<file path="src/rtl/inst_fetch_queue.sv">
// inst_fetch_queue: decoupling FIFO between instruction fetch and ID.
// Buffers {pc, inst, taken, pht_index} entries. Flush discards everything in
// one cycle. When empty, the head outputs read as a zero NOP with zero PC.
// Optional feature: define IFQ_BYPASS_EN to let an offered entry reach the
// outputs in the same cycle when the queue is empty.
module inst_fetch_queue #(
  parameter int unsigned DEPTH     = 8,
  parameter int unsigned GHR_WIDTH = 5
) (
  input  logic                         clk,
  input  logic                         rst,
  input  logic                         flush,
  input  logic                         stall_next_stage,
  input  logic                         push_en,
  input  logic [31:0]                  pc_in,
  input  logic [31:0]                  inst_in,
  input  logic                         is_branch_taken_in,
  input  logic [GHR_WIDTH-1:0]         pht_index_in,
  output logic                         full,
  output logic                         valid_out,
  output logic [31:0]                  pc_out,
  output logic [31:0]                  inst_out,
  output logic                         is_branch_taken_out,
  output logic [GHR_WIDTH-1:0]         pht_index_out,
  output logic [$clog2(DEPTH+1)-1:0]   count
);

  localparam int unsigned PTR_W = $clog2(DEPTH);
  localparam int unsigned CNT_W = $clog2(DEPTH + 1);

  typedef struct packed {
    logic [31:0]          pc;
    logic [31:0]          inst;
    logic                 taken;
    logic [GHR_WIDTH-1:0] pht;
  } entry_t;

  entry_t           r_mem [DEPTH];
  logic [PTR_W-1:0] r_rd_ptr;
  logic [PTR_W-1:0] r_wr_ptr;
  logic [CNT_W-1:0] r_count;

  entry_t w_in;
  entry_t w_head;
  logic   w_empty;
  logic   w_full;
  logic   w_byp_take;
  logic   w_push;
  logic   w_pop;

  assign w_in    = '{pc: pc_in, inst: inst_in, taken: is_branch_taken_in, pht: pht_index_in};
  assign w_head  = r_mem[r_rd_ptr];
  assign w_empty = (r_count == '0);
  assign w_full  = (r_count == CNT_W'(DEPTH));

`ifdef IFQ_BYPASS_EN
  // Entry offered into an empty queue and consumed by ID directly: never stored
  assign w_byp_take = w_empty && push_en && !flush && !stall_next_stage;
`else
  assign w_byp_take = 1'b0;
`endif

  // Full depends on count only, so a same-cycle pop never makes room
  assign w_push = push_en && !w_full && !flush && !w_byp_take;
  assign w_pop  = !w_empty && !stall_next_stage && !flush;

  // Pointer and occupancy tracking; flush dominates push/pop
  always_ff @(posedge clk or posedge rst) begin
    if (rst) begin
      r_rd_ptr <= '0;
      r_wr_ptr <= '0;
      r_count  <= '0;
    end else if (flush) begin
      r_rd_ptr <= '0;
      r_wr_ptr <= '0;
      r_count  <= '0;
    end else begin
      if (w_push) r_wr_ptr <= r_wr_ptr + PTR_W'(1);
      if (w_pop)  r_rd_ptr <= r_rd_ptr + PTR_W'(1);
      case ({w_push, w_pop})
        2'b10:   r_count <= r_count + CNT_W'(1);
        2'b01:   r_count <= r_count - CNT_W'(1);
        default: r_count <= r_count;
      endcase
    end
  end

  // Entry storage; contents survive flush and reset, only pointers are cleared
  always_ff @(posedge clk) begin
    if (w_push) r_mem[r_wr_ptr] <= w_in;
  end

  // Head presentation: stored head, optional same-cycle bypass, else zero NOP
  always_comb begin
    valid_out           = 1'b0;
    pc_out              = '0;
    inst_out            = '0;
    is_branch_taken_out = 1'b0;
    pht_index_out       = '0;
    if (!w_empty) begin
      valid_out           = 1'b1;
      pc_out              = w_head.pc;
      inst_out            = w_head.inst;
      is_branch_taken_out = w_head.taken;
      pht_index_out       = w_head.pht;
    end
`ifdef IFQ_BYPASS_EN
    else if (push_en && !flush) begin
      valid_out           = 1'b1;
      pc_out              = w_in.pc;
      inst_out            = w_in.inst;
      is_branch_taken_out = w_in.taken;
      pht_index_out       = w_in.pht;
    end
`endif
  end

  assign full  = w_full;
  assign count = r_count;

endmodule

</file>
<file path="config.mk">
export PLATFORM = sky130hd
export DESIGN_NAME = inst_fetch_queue
export DESIGN_NICKNAME = d
export VERILOG_FILES = /design/src/rtl/inst_fetch_queue.sv
export SDC_FILE = /design/constraint.sdc
export NUM_CORES = 1
export LEC_CHECK = 0
export BUFFER_PORTS_ARGS = -buffer_cell sky130_fd_sc_hd__buf_4
export CAP_MARGIN = 15
export CORE_ASPECT_RATIO = 1.75
export CORE_MARGIN = 2
export CORE_UTILIZATION = 25
export DETAILED_ROUTE_END_ITERATION = 7
export MAX_ROUTING_LAYER = met4
export PLACE_DENSITY_LB_ADDON = 0.08
export SYNTH_ARGS = -nofsm -noshare
export SYNTH_HDL_FRONTEND = slang
export SYNTH_SLANG_ARGS = --single-unit
</file>
<file path="constraint.sdc">
create_clock -name clk -period 7.9 [get_ports clk]
set_input_delay 0.395 -clock clk [delete_from_list [all_inputs] [get_ports clk]]
set_output_delay 0.395 -clock clk [all_outputs]
set_load 0.005 [all_outputs]
</file>
# --- Yosys cells after proc, flatten, opt, wreduce, memory -nomap -nowiden ---
# Memory sizes are Yosys's and may differ from the RTL's.
# Index checks and enable logic that the tools add are counted.
totals:
  ram_bits: 560
  inputBits: 75
  wordCells: 36
  mem_count: 1
  output_inout_bits: 76
  ff_bits: 10
memory_table:
  columns: ["memory", "depth", "width", "rd", "rd_ports_with_merged_regs", "wr", "line", "source"]
  rows:
  - ["r_mem", 8, 70, 1, 0, 1, "38", "entry_t r_mem [DEPTH];"]
classes:
  n_reduce_logical: 12
  addsub: 4
  n_mux: 13
  n_eq_ne: 3
op_table:
  columns: ["cell", "n"]
  rows:
  - ["two-way mux 32 bit", 2]
  - ["two-way mux 3 bit", 4]
  - ["one-hot mux 4 bit (2 select lines)", 1]
  - ["adder 3 x 1 -> 3 bit, second input constant", 2]
  - ["two-way mux 5 bit", 1]
  - ["adder 4 x 1 -> 4 bit, second input constant", 1]
  - ["== test 4 bit, second input constant", 1]
  - ["logical AND 1 bit", 4]
  - ["zero test 1 bit", 4]
  - ["zero test 4 bit", 1]
  - ["two-way mux 1 bit", 4]
  - ["two-way mux 4 bit", 1]
  - ["nonzero test 2 bit", 2]
  - ["subtractor 4 x 1 -> 4 bit, second input constant", 1]
  - ["nonzero test 3 bit", 1]
  - ["== test 2 x 1 -> 1 bit, second input constant", 1]
  - ["== test 2 bit, second input constant", 1]

# --- Logic depth before layout (Yosys ltp) ---
logic_depth:
  depth_word: 7
  ltp_mapped: 10
  mapped_depth_nobuf: 9

# --- Least setup slack after synthesis ---
# Ideal clock, no wire load.
synth_timing:
  path_type: "register to register"
  startpoint: "register r_count[3], in the netlist count[3]"
  endpoint: "memory r_mem[0][0] in the netlist's numbering, enable pin"
  arrival_ns: 5.932
  path_stages_with_launch: 7
  required_time_ns: 7.316
  path_slack_ns: 1.384
  period_less_slack_ns: 6.516
  cell_sequence: "dfrtp_1 or4b_1 buf_2 clkinv_2 nor3_1 nand2b_1 nor3_1"
synth_via:
  elab_chain_cells: 6
synth_rtl:
  columns: ["item", "line", "source"]
  rows:
  - ["from (decl)", "41", "logic [CNT_W-1:0] r_count;"]
  - ["from (signal assigned)", "81", "2'b10: r_count <= r_count + CNT_W'(1);"]
  - ["from (signal assigned)", "82", "2'b01: r_count <= r_count - CNT_W'(1);"]
  - ["from (signal assigned)", "83", "default: r_count <= r_count;"]
  - ["== test 4 bit", "54", "assign w_full = (r_count == CNT_W'(DEPTH));"]
  - ["named net full", "19", "output logic full,"]
  - ["zero test 1 bit", "64", "assign w_push = push_en && !w_full && !flush && !w_byp_take;"]
  - ["logical AND 1 bit (2 in series)", "64", null]
  - ["two-way mux 1 bit", "90", "if (w_push) r_mem[r_wr_ptr] <= w_in;"]
  - ["two-way mux 1 bit (implied by the code)", "90", null]
  - ["to (decl)", "38", null]
# The timed path passes the listed nets, and every way through them passes these cells.

# --- Worst setup path in the final report ---
layout_timing:
  startpoint: "register r_rd_ptr[0]"
  endpoint: "output pc_out[30]"
layout_via:
  elab_chain_cells: 2
layout_rtl:
  columns: ["item", "line", "source"]
  rows:
  - ["from (decl)", "39", "logic [PTR_W-1:0] r_rd_ptr;"]
  - ["from (signal assigned)", "79", "if (w_pop) r_rd_ptr <= r_rd_ptr + PTR_W'(1);"]
  - ["memory (8 x 70 bit)", null, null]
  - ["two-way mux 32 bit", "100", "if (!w_empty) begin"]
  - ["to (decl)", "21", "output logic [31:0] pc_out,"]
# Every way passes these cells.

==> flow_summary.json <==
{
  "maxCapViolCount": 0,
  "async_flop_share_pct": 1.754,
  "post_cts_buffers": 0,
  "fin_tns_setup_ns": 0,
  "max_freq_mhz": 252.8,
  "place_congestion": 0.6781,
  "clkPwrFrac_pct": 31.8,
  "skew_ns": 0.01641,
  "rows": 143,
  "post-route-drc-count": 0,
  "ys_ff_latch": 570,
  "synthTopCellsByCount": "edfxtp_1 (560), mux4_2 (140), nor2_1 (83)",
  "firstDrtPassIters": 4,
  "synth_simple_gate_area_share_pct": 2.219,
  "pwr-share-seq_pct": 44.0,
  "tritoncts": "built",
  "powerDensity_mw_per_mm2": 300.1,
  "antenna_left": 0,
  "synth_compound_area_share_pct": 0.5948,
  "finalHoldViolCount": 0,
  "met1_usage_pct": 15.15,
  "power.internal_mw": 5.807,
  "critPathKind": "flip-flop to output port",
  "synth_xor_area_share_pct": 0.2002,
  "routed_wl_mm": 56.19,
  "setup_viol": 0,
  "power.switching_mw": 2.266,
  "cp_max_fo": 83,
  "hold-worst-slack_ns": 0.04544,
  "worstPathRequired_ns": 7.51,
  "post-synth-top-count-cell": "edfxtp_1",
  "grt_max_degree": 84,
  "antenna_found_initial": 5,
  "overflow": 0,
  "worstMarginPinSlew_ns": 1.089,
  "yosys_warnings": 0,
  "crit_arrival_ns": 3.56,
  "busiest_layer": "met2",
  "portBuffers": 150,
  "dieWidth_um": 227.6,
  "htree_levels": 2,
  "grt_setup_unrepaired": "false",
  "grt_usage_pct": 13.03,
  "grt_pass1_wl_mm": 81.86,
  "synth_fa_ha_area_share_pct": 0.2288,
  "netlist.area_leader.share_pct": 76.87,
  "p_leak_nw": 8.369,
  "combPwrFrac_pct": 24.2,
  "start_util_pct": 25.21,
  "ir_drop_v": 0.0001584,
  "hpwl_mm": 30.38,
  "clock_path_buffers": 3,
  "dieArea_sq_mm": 0.08998,
  "path_clk_slew_ns": 0.06,
  "relSlewSlack_pct": 27.40,
  "period_minus_slack_ns": 3.956,
  "synth.mux.area_fraction_pct": 17.66,
  "met3_usage_pct": 1.976,
  "synth_cells": 975,
  "yosys-top-cells-area": "edfxtp_1 (77%), mux4_2 (14%), mux2i_1 (3.2%), nor2_1 (1.4%), dfrtp_1 (1.1%)",
  "ios": 151,
  "yosysSeqAreaShare_pct": 78.01,
  "gr-usage-met2_pct": 23.17,
  "post-route-util_pct": 31.00,
  "period_share_pct": 50.07,
  "switching_share_pct": 28.07,
  "synth_enable_flop_cells": 560,
  "vias_per_cell": 4.290,
  "cts.sinks": 570,
  "nNetsFinal": 1303,
  "clk_latency_ns": 0.63,
  "area_growth_pct": 22.99,
  "grt_pass1_vias": 11770,
  "synth.distinct_cells": 36,
  "synth_nets": 1054,
  "synth_top_family_by_area": "multiplexers",
  "synth-main-ff-cell": "edfxtp_1",
  "slew_viol_final": 0,
  "yosysTopAreaCell": "edfxtp_1",
  "status": "finished, final reports clean",
  "syn-cell-area_sq_mm": 0.02188,
  "core_area_sq_mm": 0.08678,
  "wl_per_cell_um": 23.14,
  "numCtsBuffers": 57,
  "clock-root-buffer": "clkbuf_16",
  "syn_area_per_cell_sq_um": 22.44,
  "die_h_um": 395.3,
  "end_kind": "output port",
  "drive_gt1_share_pct": 32.12,
  "drtIter0Drc": 523,
  "startpoint_type": "flip-flop",
  "hold_class": "primary input to flip-flop",
  "num_vias": 10420
}
==> final timing paths <==
path | from | endpoint | slack [ns] | depth (start not counted)
max | r_rd_ptr[0]$_DFFE_PP0P_ | pc_out[30] | 3.94 | 5
max reg2reg | count[1]$_DFFE_PP0P_ | r_mem[2][12]$_DFFE_PP_ | 4.17 | 6
min reg2reg | r_wr_ptr[0]$_DFFE_PP0P_ | r_wr_ptr[0]$_DFFE_PP0P_ | 0.64 | 2
min | pc_in[27] | r_mem[2][65]$_DFFE_PP_ | 0.05 | 1
max in group asynchronous | rst | r_rd_ptr[2]$_DFFE_PP0P_ | 7.18 | 3
min in group asynchronous | rst | r_wr_ptr[2]$_DFFE_PP0P_ | 0.37 | 3
==> worst max-delay path: stages, from the launching register on <==
cell	delay, ns
dfrtp_4	0.99
buf_12	0.59
mux4_2	0.60
mux2i_1	0.39
nor2_1	0.09
buf_4	0.17
==> state kept, by name, summed over array words and instances (netlist names) <==
register  flops
count         4
r_mem       560
r_rd_ptr      3
r_wr_ptr      3
==> what timing repair did <==
action                                 CTS  global route
endpoints found under the hold margin  554             0
resized for setup                        0             0
hold buffers                            69             0
==> power groups by stage <==
stage	Combinational [mW]	Sequential (mW)	Clock (mW)
finish	1.95	3.55	2.56
CTS	2.07	3.56	2.68
detailed placement	2.03	3.63	0
global route	2.16	3.57	2.77
floorplan	1.12	3.55	0
global placement	2.04	3.62	0
==> logic make-up after synthesis <==
family,count (synthesis)
compound gates,17
buf+inv,57
flops,570
mux,211
fa+ha+maj,4
xor+xnor,5
simple gates,111
==> cell type report <==
class | count | area (sq um)
multi-input cells | 348 | 4637
diodes | 4 | 10.01
well taps | 1160 | 1451
inverters | 7 | 27.53
flip-flops and latches | 570 | 17080
repair buffers | 240 | 1987
clock inverters | 29 | 217.7
clock buffers | 70 | 1496
fillers | 8421 | 59870
==> metal layers <==
metal	vias to the layer above	routed length, um
met2	183	30120
li1	4535	-
met3	77	1863
met5	-	0
met1	5621	22970
met4	0	1235
==> cell usage in the layout (no fill, tap or decap), types with 4 or more instances in the layout <==
cell type        n
nand2_1          5
nor2_4           6
clkinv_1        11
mux2i_1         71
clkinv_2        13
dlygate4sd3_1   69
buf_4          170
clkbuf_16       58
diode_2          4
nand2b_1         4
a21oi_1          4
inv_1            5
dfrtp_1          7
clkbuf_1        12
mux4_2         140
edfxtp_1       560
ha_1             4
nor2_1          77
==> stage by stage <==
step,instances,setup WS (ns),area [sq um],power (mW)
floorplan,975,1.384,21880,4.676
global placement,2256,4.011,24490,5.660
detailed placement,2256,3.986,24490,5.659
CTS,2424,3.654,26890,8.309
global route,2428,3.567,26900,8.503
finish,2428,3.944,26900,8.073
Note: power is estimated with default switching activity, not from simulation.
